--- src/rtl/mc_ctrl_pkg.sv ---
// mc_ctrl_pkg: shared encodings for the multicycle RISC-V control unit.
//
// Holds the sequencing state enum, the coarse ALU operation enum, the
// alu_control encodings seen by the datapath ALU, the RV32I opcode
// constants and the select values for the A, B, result and immediate muxes.
//
// Configuration macro: MC_ILLEGAL_TRAP_EN adds the TRAP state.

package mc_ctrl_pkg;

    typedef enum logic [3:0] {
        S_FETCH,
        S_DECODE,
        S_MEMADR,
        S_MEMREAD,
        S_MEMWB,
        S_MEMWRITE,
        S_EXECR,
        S_EXECI,
        S_ALUWB,
        S_BRANCH,
        S_JAL,
        S_JALR,
`ifdef MC_ILLEGAL_TRAP_EN
        S_LUI,
        S_TRAP
`else
        S_LUI
`endif
    } state_t;

    typedef enum logic [1:0] {
        ALU_OP_ADD,
        ALU_OP_SUB,
        ALU_OP_FUNCT
    } alu_op_t;

    // The low eight codes line up with funct3, so a plain funct3 decode
    // maps directly onto {1'b0, funct3}.
    localparam logic [3:0] ALU_ADD  = 4'b0000;
    localparam logic [3:0] ALU_SLL  = 4'b0001;
    localparam logic [3:0] ALU_SLT  = 4'b0010;
    localparam logic [3:0] ALU_SLTU = 4'b0011;
    localparam logic [3:0] ALU_XOR  = 4'b0100;
    localparam logic [3:0] ALU_SRL  = 4'b0101;
    localparam logic [3:0] ALU_OR   = 4'b0110;
    localparam logic [3:0] ALU_AND  = 4'b0111;
    localparam logic [3:0] ALU_SUB  = 4'b1000;
    localparam logic [3:0] ALU_SRA  = 4'b1101;

    localparam logic [6:0] OP_LOAD   = 7'b0000011;
    localparam logic [6:0] OP_STORE  = 7'b0100011;
    localparam logic [6:0] OP_R      = 7'b0110011;
    localparam logic [6:0] OP_IMM    = 7'b0010011;
    localparam logic [6:0] OP_BRANCH = 7'b1100011;
    localparam logic [6:0] OP_JAL    = 7'b1101111;
    localparam logic [6:0] OP_JALR   = 7'b1100111;
    localparam logic [6:0] OP_LUI    = 7'b0110111;
    localparam logic [6:0] OP_AUIPC  = 7'b0010111;

    localparam logic [1:0] SRC_A_PC    = 2'b00;
    localparam logic [1:0] SRC_A_OLDPC = 2'b01;
    localparam logic [1:0] SRC_A_RS1   = 2'b10;
    localparam logic [1:0] SRC_A_ZERO  = 2'b11;

    localparam logic [1:0] SRC_B_RS2  = 2'b00;
    localparam logic [1:0] SRC_B_IMM  = 2'b01;
    localparam logic [1:0] SRC_B_FOUR = 2'b10;

    localparam logic [1:0] RES_ALUOUT    = 2'b00;
    localparam logic [1:0] RES_DATA      = 2'b01;
    localparam logic [1:0] RES_ALURESULT = 2'b10;

    localparam logic [2:0] IMM_I = 3'b000;
    localparam logic [2:0] IMM_S = 3'b001;
    localparam logic [2:0] IMM_B = 3'b010;
    localparam logic [2:0] IMM_J = 3'b011;
    localparam logic [2:0] IMM_U = 3'b100;

    // Immediate format follows the opcode alone; formats with no immediate
    // (R-type, unknown) fall back to I, which the datapath then ignores.
    function automatic logic [2:0] imm_src_for(input logic [6:0] op);
        logic [2:0] imm;
        case (op)
            OP_STORE:         imm = IMM_S;
            OP_BRANCH:        imm = IMM_B;
            OP_JAL:           imm = IMM_J;
            OP_LUI, OP_AUIPC: imm = IMM_U;
            default:          imm = IMM_I;
        endcase
        return imm;
    endfunction

endpackage

--- src/rtl/mc_control_unit_alu_decoder.sv ---
// mc_alu_decoder: combinational ALU operation decoder.
//
// Ports:
//   alu_op      in  2 : coarse operation from the sequencer (ADD/SUB/FUNCT)
//   funct3      in  3 : IR[14:12]
//   op5         in  1 : opcode bit 5, distinguishes R-type from I-type
//   funct7b5    in  1 : IR[30]
//   alu_control out 4 : ALU operation code

module mc_alu_decoder
    import mc_ctrl_pkg::*;
(
    input  logic [1:0] alu_op,
    input  logic [2:0] funct3,
    input  logic       op5,
    input  logic       funct7b5,
    output logic [3:0] alu_control
);

    // IR[30] only means "subtract" on R-type, because on I-type it is part
    // of the immediate; for shifts it selects arithmetic on both forms.
    always_comb begin
        alu_control = ALU_ADD;
        case (alu_op)
            ALU_OP_SUB: alu_control = ALU_SUB;
            ALU_OP_FUNCT: begin
                if (funct3 == 3'b000 && op5 && funct7b5)
                    alu_control = ALU_SUB;
                else if (funct3 == 3'b101 && funct7b5)
                    alu_control = ALU_SRA;
                else
                    alu_control = {1'b0, funct3};
            end
            default: alu_control = ALU_ADD;
        endcase
    end

endmodule

--- src/rtl/mc_control_unit.sv ---
// mc_control_unit: main control unit of the RV32I multicycle core.
//
// Sequences each instruction through the multicycle states, drives every
// datapath enable and mux select, and stretches FETCH/MEMREAD/MEMWRITE
// until the shared memory reports mem_ready.
//
// Ports:
//   clk, rst                 : clock, asynchronous active-high reset
//   opcode, funct3, funct7b5 : instruction register fields
//   branch_taken             : comparator result, used in BRANCH
//   mem_ready                : memory completes the access this cycle
//   pc_write, adr_src, mem_write, ir_write, reg_write : datapath enables
//   result_src, alu_src_a, alu_src_b, imm_src, alu_control : datapath selects
//   illegal_instr            : sticky illegal-opcode flag
//
// Configuration macro: MC_ILLEGAL_TRAP_EN routes unknown opcodes to a
// TRAP state that halts the core; otherwise they execute as a NOP.

module mc_control_unit
    import mc_ctrl_pkg::*;
(
    input  logic       clk,
    input  logic       rst,
    input  logic [6:0] opcode,
    input  logic [2:0] funct3,
    input  logic       funct7b5,
    input  logic       branch_taken,
    input  logic       mem_ready,
    output logic       pc_write,
    output logic       adr_src,
    output logic       mem_write,
    output logic       ir_write,
    output logic       reg_write,
    output logic [1:0] result_src,
    output logic [1:0] alu_src_a,
    output logic [1:0] alu_src_b,
    output logic [2:0] imm_src,
    output logic [3:0] alu_control,
    output logic       illegal_instr
);

    state_t  state;
    state_t  next_state;
    alu_op_t alu_op;
    logic    pc_update;
    logic    branch;
    logic    mem_write_s;
    logic    ir_write_s;
    logic    reg_write_s;

    always_ff @(posedge clk or posedge rst) begin
        if (rst)
            state <= S_FETCH;
        else
            state <= next_state;
    end

    // Next state and Moore outputs; FETCH alone looks at mem_ready for its
    // enables so the IR and PC only load once the fetch really completes.
    always_comb begin
        next_state  = state;
        pc_update   = 1'b0;
        branch      = 1'b0;
        adr_src     = 1'b0;
        mem_write_s = 1'b0;
        ir_write_s  = 1'b0;
        reg_write_s = 1'b0;
        result_src  = RES_ALUOUT;
        alu_src_a   = SRC_A_PC;
        alu_src_b   = SRC_B_RS2;
        alu_op      = ALU_OP_ADD;
        case (state)
            S_FETCH: begin
                alu_src_b  = SRC_B_FOUR;
                result_src = RES_ALURESULT;
                if (mem_ready) begin
                    ir_write_s = 1'b1;
                    pc_update  = 1'b1;
                    next_state = S_DECODE;
                end
            end
            S_DECODE: begin
                alu_src_a = SRC_A_OLDPC;
                alu_src_b = SRC_B_IMM;
                case (opcode)
                    OP_LOAD, OP_STORE: next_state = S_MEMADR;
                    OP_R:              next_state = S_EXECR;
                    OP_IMM:            next_state = S_EXECI;
                    OP_BRANCH:         next_state = S_BRANCH;
                    OP_JAL:            next_state = S_JAL;
                    OP_JALR:           next_state = S_JALR;
                    OP_LUI:            next_state = S_LUI;
                    OP_AUIPC:          next_state = S_ALUWB;
`ifdef MC_ILLEGAL_TRAP_EN
                    default:           next_state = S_TRAP;
`else
                    default:           next_state = S_FETCH;
`endif
                endcase
            end
            S_MEMADR: begin
                alu_src_a  = SRC_A_RS1;
                alu_src_b  = SRC_B_IMM;
                next_state = opcode[5] ? S_MEMWRITE : S_MEMREAD;
            end
            S_MEMREAD: begin
                adr_src = 1'b1;
                if (mem_ready)
                    next_state = S_MEMWB;
            end
            S_MEMWB: begin
                result_src  = RES_DATA;
                reg_write_s = 1'b1;
                next_state  = S_FETCH;
            end
            S_MEMWRITE: begin
                adr_src     = 1'b1;
                mem_write_s = 1'b1;
                if (mem_ready)
                    next_state = S_FETCH;
            end
            S_EXECR: begin
                alu_src_a  = SRC_A_RS1;
                alu_op     = ALU_OP_FUNCT;
                next_state = S_ALUWB;
            end
            S_EXECI: begin
                alu_src_a  = SRC_A_RS1;
                alu_src_b  = SRC_B_IMM;
                alu_op     = ALU_OP_FUNCT;
                next_state = S_ALUWB;
            end
            S_ALUWB: begin
                reg_write_s = 1'b1;
                next_state  = S_FETCH;
            end
            S_BRANCH: begin
                alu_src_a  = SRC_A_RS1;
                alu_op     = ALU_OP_SUB;
                branch     = 1'b1;
                next_state = S_FETCH;
            end
            S_JAL: begin
                alu_src_a  = SRC_A_OLDPC;
                alu_src_b  = SRC_B_FOUR;
                pc_update  = 1'b1;
                next_state = S_ALUWB;
            end
            // JALR reuses JAL: ALUOut already holds the target, and JAL
            // then loads it into PC while computing OldPC+4 for rd.
            S_JALR: begin
                alu_src_a  = SRC_A_RS1;
                alu_src_b  = SRC_B_IMM;
                next_state = S_JAL;
            end
            S_LUI: begin
                alu_src_a  = SRC_A_ZERO;
                alu_src_b  = SRC_B_IMM;
                next_state = S_ALUWB;
            end
`ifdef MC_ILLEGAL_TRAP_EN
            S_TRAP: next_state = S_TRAP;
`endif
            default: next_state = S_FETCH;
        endcase
    end

    // Reset leaves the state at FETCH, which would otherwise fetch while
    // rst is still high, so every enable is masked by rst.
    assign pc_write  = ~rst & (pc_update | (branch & branch_taken));
    assign ir_write  = ~rst & ir_write_s;
    assign mem_write = ~rst & mem_write_s;
    assign reg_write = ~rst & reg_write_s;

    assign imm_src = imm_src_for(opcode);

`ifdef MC_ILLEGAL_TRAP_EN
    assign illegal_instr = (state == S_TRAP);
`else
    assign illegal_instr = 1'b0;
`endif

    mc_alu_decoder u_alu_decoder (
        .alu_op      (alu_op),
        .funct3      (funct3),
        .op5         (opcode[5]),
        .funct7b5    (funct7b5),
        .alu_control (alu_control)
    );

endmodule

--- config.mk ---
export PLATFORM = sky130hd
export DESIGN_NAME = mc_control_unit
export DESIGN_NICKNAME = d
export VERILOG_FILES = /design/src/rtl/mc_ctrl_pkg.sv /design/src/rtl/mc_control_unit_alu_decoder.sv /design/src/rtl/mc_control_unit.sv
export SDC_FILE = /design/constraint.sdc
export NUM_CORES = 1
export LEC_CHECK = 0
export CORE_MARGIN = 1.5
export CORE_UTILIZATION = 43
export DETAILED_ROUTE_END_ITERATION = 10
export DONT_BUFFER_PORTS = 1
export PLACE_DENSITY = 0.63
export SLEW_MARGIN = 0
export SYNTH_ARGS = -nofsm -noshare
export SYNTH_HDL_FRONTEND = slang
export SYNTH_SLANG_ARGS = --single-unit
--- constraint.sdc ---
create_clock -name clk -period 2 [get_ports clk]
set_clock_uncertainty 0.2 [all_clocks]
set_input_delay 0.6 -clock clk [delete_from_list [all_inputs] [get_ports clk]]
set_output_delay 0.6 -clock clk [all_outputs]
set_load 0.01 [all_outputs]
Word level (Yosys, flattened, before mapping)

Cells that the tools add are included.

Flip-flop bits (word level): 4
Input bits: 15
Output and inout port bits: 19
Logic and storage cells: 72

Eq/ne operators: 27
Multiplexer cells: 21
Bitwise operators: 7
Reduce and logical (&&, ||, !) cells: 16

Operators with widths:

| operator                                                        | count |
|---|---|
| 4-bit one-hot mux with 8 select lines                           | 1 |
| 4-bit one-hot mux with 7 select lines                           | 1 |
| 7-bit by 6-bit == test with 1-bit output, second input constant | 3 |
| 7-bit == test, second input constant                            | 3 |
| 4-bit == test, second input constant                            | 5 |
| 4-bit 2-to-1 mux                                                | 5 |
| 4-bit by 3-bit == test with 1-bit output, second input constant | 4 |
| 7-bit by 5-bit == test with 1-bit output, second input constant | 2 |
| 2-bit OR reduction                                              | 7 |
| 2-bit one-hot mux with 2 select lines                           | 3 |
| 3-bit one-hot mux with 4 select lines                           | 1 |
| 5-bit OR reduction                                              | 2 |
| 4-bit by 2-bit == test with 1-bit output, second input constant | 2 |
| 4-bit one-hot mux with 2 select lines                           | 1 |
| 7-bit by 2-bit == test with 1-bit output, second input constant | 1 |
| 1-bit 2-to-1 mux                                                | 6 |
| 2-bit != test, second input constant                            | 3 |
| 2-bit one-hot mux with 3 select lines                           | 1 |
| 1-bit bitwise AND                                               | 5 |
| 4-bit by 1-bit == test with 1-bit output, second input constant | 1 |
| 4-bit zero test                                                 | 1 |
| 4-bit OR reduction                                              | 1 |
| 3-bit == test, second input constant                            | 1 |
| 1-bit logical AND                                               | 3 |
| 8 further kinds                                                 | 8 |

Logic depth before layout (Yosys ltp)

Gate-level depths: netlist of the first run.

Word-level depth: 5
Gate-level depth with buffers: 9
Mapped depth without buffers: 8

Cells and area by module

Synthesis of the first run repeated with hierarchy kept, for this count alone.

Cell total of the unflattened synthesis: 100
Area total of the unflattened synthesis: 753.2 µm²

Modules (own cells, without submodules):

| module          | instances | cells an instance | area each (µm²) | sequential area each (µm²) |
|---|---|---|---|---|
| mc_control_unit | 1         | 87                | 658.1           | 100.1 |
| mc_alu_decoder  | 1         | 13                | 95.1            | 0.0 |

Worst setup path before layout of the first run

Ideal clock, no wire load.

Path type: reg2out
From: register state[1]
To: output alu_control[0]
Arrival time: 1,486 ps
Data required time: 1,200 ps
Slack: -286 ps
Stages on the path, launching flop included: 7
Path buffers: 1
Cells stage by stage: dfrtp_1 > buf_2 > nand2b_1 > or2_1 > ha_1 > nor2b_1 > and2_1

Word-level cells in the longest chain between the ends: 5
Elaborated cells between the ends (all ways): 8
Classes of those cells: 5 x eq/ne; 2 x mux; 1 x reduce/logical

Ends and longest elaborated chain:

| element                                                                          | line                              | RTL |
|---|---|---|
| from (decl)                                                                      | mc_control_unit.sv:42             | `state_t state;` |
| from (signal assigned)                                                           | mc_control_unit.sv:55             | `state <= next_state;` |
| 4-bit by 3-bit == test with 1-bit output                                         | mc_control_unit.sv:72             | `case (state)` |
| 2-bit OR reduction (no source line)                                              | --                                |  |
| 2-bit one-hot mux with 2 select lines (*)                                        | mc_control_unit.sv:72             |  |
| 2-bit == test / 2-bit by 1-bit == test with 1-bit output (equally long branches) | mc_control_unit_alu_decoder.sv:24 | `case (alu_op)` |
| 4-bit one-hot mux with 2 select lines (*)                                        | mc_control_unit_alu_decoder.sv:24 |  |
| to (decl)                                                                        | mc_control_unit.sv:38             | `output logic [3:0] alu_control,` |

Every way passes the cells marked *; elsewhere a longest branch is shown, timed or not.

Final worst setup path of the first run

Ends and elaborated chain as after synthesis.

==> results of run 1 <==
-- power by group through the flow --
stage / Combinational [mW] / Clock (mW) / Sequential [mW]
6_report: 0.195 / 0.107 / 0.0922
5_1_grt: 0.210 / 0.112 / 0.0928
4_1_cts: 0.160 / 0.107 / 0.0902
3_5_place_dp: 0.134 / 0 / 0.0898
3_3_place_gp: 0.132 / 0 / 0.0899
2_1_floorplan: 0.101 / 0 / 0.0876
-- cells by family (layout without fill, tap and decap cells) --
logic type	Yosys count	count (layout)	synth area share [%]
muxes	2	2	3.131
other	1	1	0.5520
DFF	4	4	14.73
xor gates and xnor gates	2	2	2.579
and+or+nand+nor	53	53	45.49
adders and majority gates	2	2	3.683
buffers and inverters	12	37	8.653
AOI/OAI and AO/OA	21	21	21.18
-- what timing repair did --
item,4_1_cts,5_1_grt
setup endpoints to repair,16,17
resized for setup,20,32
pin swaps,9,16
buffers inserted,1,6
-- cells in the final DEF, fill, tap and decap left out, types with 4 or more instances in the layout --
| cell | instances |
|---|---|
| nor2b_1 | 4 |
| nand2_1 | 9 |
| buf_4 | 18 |
| o21ai_0 | 4 |
| nand2b_4 | 4 |
| nand2b_1 | 4 |
| buf_6 | 8 |
-- how the worst min path moves through the flow --
stage               startpoint              endpoint  depth (start not counted)
global placement           rst  state[0]$_DFFE_PP0P_                          2
detailed placement         rst  state[0]$_DFFE_PP0P_                          2
global route               rst  state[0]$_DFFE_PP0P_                          2
floorplan                  rst  state[0]$_DFFE_PP0P_                          1
CTS                        rst  state[0]$_DFFE_PP0P_                          2
finish                     rst  state[0]$_DFFE_PP0P_                          2
-- cell type report --
class,instances,share of cell area [%]
clock buffers,3,1.877
inverters,4,1.251
multi-input cells,81,62.46
flip-flops and latches,4,8.551
well taps,16,1.668
repair buffers,30,24.19
-- routing by layer --
| metal | GRT usage [%] | share of wire [%] |
|---|---|---|
| met5 | 0 | 0 |
| met4 | 15.00 | 2.0 |
| met3 | 4.255 | 7.6 |
| met2 | 33.94 | 51 |
| met1 | 27.15 | 39 |
-- stage by stage --
| step | TNS [ns] | cells |
|---|---|---|
| finish | -3.722 | 138 |
| global route | -4.443 | 138 |
| CTS | -3.142 | 132 |
| detailed placement | -0.7036 | 128 |
| global placement | -0.5272 | 128 |
| floorplan | -0.7450 | 97 |
-- critical path: stages, from the launching register on --
cell and delay, ns:
dfrtp_1 0.38, nand2b_4 0.15, or2_4 0.26, ha_4 0.22, nor2b_4 0.12, and2_4 0.16
==> impl_metrics.env, run 1 <==
export IMPL_synth_seq_area_share_pct=14.73
export IMPL_drt_pass1_iterations=4
export IMPL_clock_path_buffers=2
export IMPL_drt_wl_total_um=2315
export IMPL_die_x_um=42.75
export IMPL_hold_class="input port to asynchronous set/reset pin"
export IMPL_worst_ep_required_time_ns=1.20
export IMPL_crit_type="flip-flop to output pin"
export IMPL_rows=14
export IMPL_synth_common_cells="nand2_1, nand2b_1, o21ai_0"
export IMPL_setup_violations_final=16
export IMPL_final_setup_worst_slack_ns=-0.3489
export IMPL_root_buffer="clkbuf_4"
export IMPL_reg2regPathDepth=5
export IMPL_rr_startpoint="state[2]$_DFFE_PP0P_"
export IMPL_synth_cell_area_um2=679.4
export IMPL_power_total_uw=394.3
export IMPL_diodes=0
export IMPL_final_util_pct=80.59
export IMPL_post_dp_hpwl_um=1334
export IMPL_regMostFlops="state"
export IMPL_synth_edf_count=0
export IMPL_drc_errors=0
export IMPL_path_clk_slew_ns=0.04
export IMPL_powerDensity_nw_per_um2=328.7
export IMPL_p_int_uw=254.0
export IMPL_fmax_ghz=0.4257
export IMPL_vias=826
export IMPL_clock_sinks=4
export IMPL_largest_register_ffs=4
export IMPL_antenna_found_initial=0
export IMPL_period_share_pct=117.4
export IMPL_routedWlPerCell_um=16.78
export IMPL_run_status="finished, violations left"
export IMPL_nets=141
export IMPL_endpoint_kind="output pin"
export IMPL_startpoint="state[1]$_DFFE_PP0P_"
export IMPL_netlist_area_leader_share_pct=14.73
export IMPL_drive_gt1_share_pct=59.02
export IMPL_synth_distinct_cells=40
export IMPL_first_iter_violations=9
export IMPL_cts_tree="built"
export IMPL_start_util_pct=45.63
export IMPL_fin_area_um2=1200
export IMPL_drv_cap=0
export IMPL_r2r_end="state[2]$_DFFE_PP0P_"
export IMPL_die_area_um2=1828
export IMPL_area_delta_synth_final_pct=76.61
export IMPL_synth_area_leaders="dfrtp_1, nand2b_1, nand2_1"
export IMPL_ant_nets=0
export IMPL_ys_warn_count=0
export IMPL_netlist_instances=97
export IMPL_ys_ff_latch=4
export IMPL_cts_htree_levels=1
export IMPL_reg_top3="state (4)"
export IMPL_p_seq_share_pct=23.4
export IMPL_clkLatencyLatePin_ns=0.24
export IMPL_netSwitchingPower_uw=140.4
export IMPL_synth_nets=114
export IMPL_hold_viol_final=0
export IMPL_ir_drop_uv=286.8
export IMPL_hold_ws_ns=0.03153
export IMPL_async_flop_share_pct=100.0
export IMPL_grt_max_degree=18
export IMPL_viasPerCell=5.986
export IMPL_grt_pass1_wl_um=2960
export IMPL_cts_hold_fix_buffers=0
export IMPL_post_route_min_period_ns=2.349
export IMPL_violations="negative setup slack"
export IMPL_place_area_um2=873.3
export IMPL_multi_input_area_um2=749.5
export IMPL_ys_flop_type="dfrtp_1"
export IMPL_swShare_pct=35.59
export IMPL_synth_most_common_cell="nand2_1"
export IMPL_grt_ovfl_total=0
export IMPL_p_clk_share_pct=27.1
export IMPL_p_leak_nw=0.4790
export IMPL_critPathMaxFanout=3
export IMPL_finalMaxSlewViolations=0
export IMPL_pin_count=34
export IMPL_grt_pass1_vias=667
export IMPL_worstSetupStartpointType="flip-flop"
export IMPL_rsz0062_at_grt="yes"
export IMPL_post_place_ws_ns=-0.1533
export IMPL_fp_coreArea_um2=1489
export IMPL_synth_area_leader_cell="dfrtp_1"
export IMPL_die_y_um=42.75
export IMPL_io_buffers=0
export IMPL_avgSynthCellArea_um2=7.004
export IMPL_r2r_slack_ns=0.20
export IMPL_grt_use_total_pct=21.97
export IMPL_fillers=98
export IMPL_p_comb_share_pct=49.5
export IMPL_gp_congestion=0.8637
export IMPL_crit_end="alu_control[0]"
export IMPL_numCtsBuffers=3
export IMPL_cp_arrival_ns=1.55
export IMPL_seq_area_um2=102.6
No activity file was read; power rests on OpenSTA's default activity.
==> run 2: changes to the inputs <==
RECOVER_POWER = 25   (was unset)
==> run 2 against run 1 <==
Compared with the run above:
- the flow still finishes with violations (negative setup slack)
- first-iteration DRC count rose by 89%
- count of clock-buffer cells in the layout did not move
- clock power barely moved
- combinational power barely moved
- critical path type unchanged
- critical endpoint unchanged
==> impl_metrics.env, run 2 (synthesis results as in run 1) <==
export IMPL_final_cell_mix="buf_4, nand2_1, buf_6"
export IMPL_final_common_cell="buf_4"
export IMPL_start_util_pct=45.63
export IMPL_die_y_um=42.75
export IMPL_nets=141
export IMPL_drv_cap=0
export IMPL_regMostFlops="state"
export IMPL_path_clk_slew_ns=0.04
export IMPL_crit_type="flip-flop to output pin"
export IMPL_ir_drop_uv=293.4
export IMPL_seq_area_um2=102.6
export IMPL_fillers=100
export IMPL_first_iter_violations=17
export IMPL_rr_startpoint="state[2]$_DFFE_PP0P_"
export IMPL_viasPerCell=5.986
export IMPL_r2r_end="state[2]$_DFFE_PP0P_"
export IMPL_numCtsBuffers=3
export IMPL_p_leak_nw=0.4753
export IMPL_diodes=0
export IMPL_hold_viol_final=0
export IMPL_grt_ovfl_total=0
export IMPL_run_status="finished, violations left"
export IMPL_fp_coreArea_um2=1489
export IMPL_post_route_min_period_ns=2.353
export IMPL_cts_htree_levels=1
export IMPL_drt_pass1_iterations=4
export IMPL_crit_chain="nand2b_4 > or2_4 > ha_4 > nor2b_4 > and2_4"
export IMPL_critPathMaxFanout=3
export IMPL_p_clk_share_pct=27.8
export IMPL_rows=14
export IMPL_drc_errors=0
export IMPL_drt_wl_total_um=2333
export IMPL_cpMaxStageDelayCell="dfrtp_1"
export IMPL_powerDensity_nw_per_um2=331.8
export IMPL_cts_tree="built"
export IMPL_p_seq_share_pct=23.2
export IMPL_die_x_um=42.75
export IMPL_hold_ws_ns=0.06241
export IMPL_fmax_ghz=0.4249
export IMPL_hold_class="input port to asynchronous set/reset pin"
export IMPL_fin_area_um2=1196
export IMPL_reg2regPathDepth=5
export IMPL_finalMaxSlewViolations=0
export IMPL_endpoint_kind="output pin"
export IMPL_clkLatencyLatePin_ns=0.25
export IMPL_ant_nets=0
export IMPL_clock_path_buffers=2
export IMPL_grt_use_total_pct=21.97
export IMPL_largest_register_ffs=4
export IMPL_grt_max_degree=18
export IMPL_rsz0062_at_grt="yes"
export IMPL_startpoint="state[1]$_DFFE_PP0P_"
export IMPL_area_delta_synth_final_pct=76.06
export IMPL_violations="negative setup slack"
export IMPL_setup_violations_final=16
export IMPL_vias=826
export IMPL_worst_ep_required_time_ns=1.20
export IMPL_p_int_uw=253.3
export IMPL_io_buffers=0
export IMPL_gp_congestion=0.8637
export IMPL_period_share_pct=117.7
export IMPL_multi_input_area_um2=749.5
export IMPL_grt_pass1_wl_um=2960
export IMPL_post_dp_hpwl_um=1334
export IMPL_p_comb_share_pct=49.0
export IMPL_routedWlPerCell_um=16.91
export IMPL_clock_sinks=4
export IMPL_drive_gt1_share_pct=58.20
export IMPL_place_area_um2=873.3
export IMPL_netSwitchingPower_uw=143.6
export IMPL_antenna_found_initial=0
export IMPL_swShare_pct=36.17
export IMPL_final_setup_worst_slack_ns=-0.3535
export IMPL_root_buffer="clkbuf_4"
export IMPL_worstSetupStartpointType="flip-flop"
export IMPL_grt_pass1_vias=667
export IMPL_cp_arrival_ns=1.55
export IMPL_die_area_um2=1828
export IMPL_r2r_slack_ns=0.20
export IMPL_slowest_delay_ns=0.38
export IMPL_reg_top3="state (4)"
export IMPL_pin_count=34
## run 2: how the worst max path moves through the flow
stage,endpoint,slack [ns],depth (start not counted)
after floorplan,alu_control[0],-0.21,6
after global placement,alu_control[2],-0.10,5
after detailed placement,alu_control[0],-0.15,5
after CTS,alu_control[0],-0.32,5
after global routing,pc_write,-0.40,4
final,alu_control[0],-0.35,5
## run 2: final cells by class
cell class	count	area share [%]
clock buffer	3	1.883
inverter	4	1.255
multi-input combinational	81	62.66
sequential	4	8.577
tap	16	1.674
timing repair buffer	30	23.95
## run 2: layer usage
metal | routed length (um) | GRT usage, %
met4 | 62 | 15.00
met1 | 944 | 27.15
met5 | 0 | 0
met2 | 1167 | 33.94
met3 | 158 | 4.255
## run 2: critical path: cells and delay by family (launching register included)
family / cells / cell delay (ns)
simple gates: 4 / 0.69
flops: 1 / 0.38
fa+ha+maj: 1 / 0.22
## run 2: metrics by stage
| step | instances | setup slack [ns] | total power [mW] | util [%] | TNS (ns) |
|---|---|---|---|---|---|
| after detailed placement | 128 | -0.1533 | 0.2243 | 58.66 | -0.7036 |
| after global placement | 128 | -0.1040 | 0.2223 | 58.66 | -0.5272 |
| after global routing | 138 | -0.4006 | 0.4137 | 80.34 | -4.443 |
| after CTS | 132 | -0.3190 | 0.3569 | 67.23 | -3.142 |
| after floorplan | 97 | -0.2140 | 0.1882 | - | -0.7450 |
| final | 138 | -0.3535 | 0.3969 | 80.34 | -3.834 |
## run 2: repair_timing
| action | 4_1_cts | 5_1_grt |
|---|---|---|
| setup endpoints to repair | 16 | 17 |
| setup buffers | 1 | 6 |
| hold buffers | 0 | 0 |
| gates resized for setup | 20 | 32 |
| pin swaps | 9 | 16 |
## run 2: power groups by stage
stage | Clock (mW) | Sequential, mW | Combinational, mW
final | 0.110 | 0.0921 | 0.194
after global routing | 0.112 | 0.0928 | 0.209
after CTS | 0.107 | 0.0902 | 0.160
after detailed placement | 0 | 0.0898 | 0.134
after global placement | 0 | 0.0899 | 0.132
after floorplan | 0 | 0.0876 | 0.101
==> run 3: changes to the inputs <==
CORE_MARGIN = unset   (was 1.5)
==> run 3 against run 2 <==
Compared with the run above:
- the run still ends with negative setup slack left
- total power decreased by 4.9%
- setup slack gained 0.026 ns
- combinational power decreased by 5%
- critical path depth unchanged
- via count rose by 1.1%
- fmax rose by 1.1%
- largest cell class unchanged
==> impl_metrics.env, run 3 (synthesis results as in run 1) <==
export IMPL_die_area_um2=1743
export IMPL_grt_max_degree=13
export IMPL_start_util_pct=49.14
export IMPL_routedWlPerCell_um=15.62
export IMPL_clkLatencyLatePin_ns=0.24
export IMPL_clock_sinks=4
export IMPL_critPathMaxFanout=3
export IMPL_grt_pass1_vias=770
export IMPL_setup_violations_final=16
export IMPL_nets=142
export IMPL_startpoint="state[2]$_DFFE_PP0P_"
export IMPL_post_route_min_period_ns=2.327
export IMPL_powerDensity_nw_per_um2=337.4
export IMPL_period_share_pct=116.4
export IMPL_endpoint_kind="output pin"
export IMPL_final_common_cell="buf_4"
export IMPL_gp_congestion=0.7802
export IMPL_pin_count=34
export IMPL_tns_ns=-3.421
export IMPL_run_status="finished, violations left"
export IMPL_area_delta_synth_final_pct=64.64
export IMPL_hold_viol_final=0
export IMPL_vias=835
export IMPL_fmax_ghz=0.4297
export IMPL_rr_startpoint="state[0]$_DFFE_PP0P_"
export IMPL_drt_pass1_iterations=4
export IMPL_worst_ep_required_time_ns=1.20
export IMPL_drv_cap=0
export IMPL_ir_drop_uv=247.3
export IMPL_largest_register_ffs=4
export IMPL_r2r_end="state[2]$_DFFE_PP0P_"
export IMPL_p_leak_nw=0.4639
export IMPL_io_buffers=0
export IMPL_die_y_um=41.75
export IMPL_crit_end="alu_control[0]"
export IMPL_diodes=0
export IMPL_fillers=88
export IMPL_grt_pass1_wl_um=3153
export IMPL_rsz0062_at_grt="yes"
export IMPL_root_buffer="clkbuf_4"
export IMPL_drt_wl_total_um=2156
export IMPL_path_clk_slew_ns=0.04
export IMPL_violations="negative setup slack"
export IMPL_post_dp_hpwl_um=1359
export IMPL_final_cell_mix="buf_4, nand2_1, buf_6"
export IMPL_ant_nets=0
export IMPL_grt_ovfl_total=0
export IMPL_first_iter_violations=26
export IMPL_rows=13
export IMPL_fp_coreArea_um2=1383
export IMPL_cp_arrival_ns=1.53
export IMPL_grt_use_total_pct=23.00
export IMPL_drc_errors=0
export IMPL_clock_path_buffers=2
export IMPL_worstSetupStartpointType="flip-flop"
export IMPL_antenna_found_initial=0
export IMPL_numCtsBuffers=3
export IMPL_r2r_slack_ns=0.07
export IMPL_crit_type="flip-flop to output pin"
export IMPL_regMostFlops="state"
export IMPL_viasPerCell=6.051
export IMPL_cts_hold_fix_buffers=0
export IMPL_hold_ws_ns=0.06993
export IMPL_reg_top3="state (4)"
export IMPL_cts_htree_levels=1
export IMPL_finalMaxSlewViolations=0
export IMPL_hold_class="input port to asynchronous set/reset pin"
export IMPL_drive_gt1_share_pct=53.66
export IMPL_die_x_um=41.75
export IMPL_final_setup_worst_slack_ns=-0.3270
export IMPL_cts_tree="built"
export IMPL_reg2regPathDepth=7
-- run 3: changes by cell type in the layout (fill, tap and decap cells not counted), sizes merged --
cell / change
buf: +1
-- run 3: how the worst min path moves through the flow --
stage,startpoint,end,cells after the start
2_1_floorplan,rst,state[0]$_DFFE_PP0P_,1
3_3_place_gp,rst,state[3]$_DFFE_PP0P_,2
3_5_place_dp,rst,state[0]$_DFFE_PP0P_,2
4_1_cts,rst,state[2]$_DFFE_PP0P_,2
5_1_grt,rst,state[2]$_DFFE_PP0P_,2
6_report,rst,state[2]$_DFFE_PP0P_,2
-- run 3: per-layer routing --
layer	vias up	part of all wire, %	GRT usage, %
li1	397	-	-
met3	8	7.3	3.478
met1	379	38	25.40
met2	51	51	43.75
met5	-	0	0
met4	0	3.0	7.742
-- run 3: repair_timing --
action	CTS	global route
endpoints found under the setup margin	16	16
cloned	1	0
buffers inserted	4	1
gates resized for setup	23	12
pin swaps	8	5
-- run 3: where the power goes --
part	switching [mW]	internal, mW
Combinational	0.0893	0.0951
Sequential	0.00435	0.0854
Clock	0.0359	0.0673
Total	0.130	0.248
-- run 3: cell type report --
| type | instances | area (um^2) | area share (%) |
|---|---|---|---|
| well taps | 15 | 18.77 | 1.678 |
| repair buffers | 31 | 257.7 | 23.04 |
| multi-input cells | 81 | 703.2 | 62.86 |
| inverters | 4 | 15.01 | 1.342 |
| flip-flops and latches | 4 | 101.3 | 9.060 |
| clock buffers | 3 | 22.52 | 2.013 |
-- run 3: worst max-delay path: stages (launching register included) --
cell      delay (ns)
dfrtp_1         0.38
nand2b_4        0.15
or2_4           0.26
ha_4            0.23
nor2b_4         0.12
and2_4          0.15
-- run 3: through the flow --
stage          power (mW)  cell area, um^2  std cells  util (%)  worst slack [ns]
6_report           0.3774             1119        138     80.91           -0.3270
5_1_grt            0.3942             1119        138     80.91           -0.3659
2_1_floorplan      0.1882            730.7         97         -           -0.2140
4_1_cts            0.3649             1064        137     76.92           -0.3189
3_3_place_gp       0.2281            887.1        129     64.16           -0.1249
3_5_place_dp       0.2308            887.1        129     64.16           -0.1559
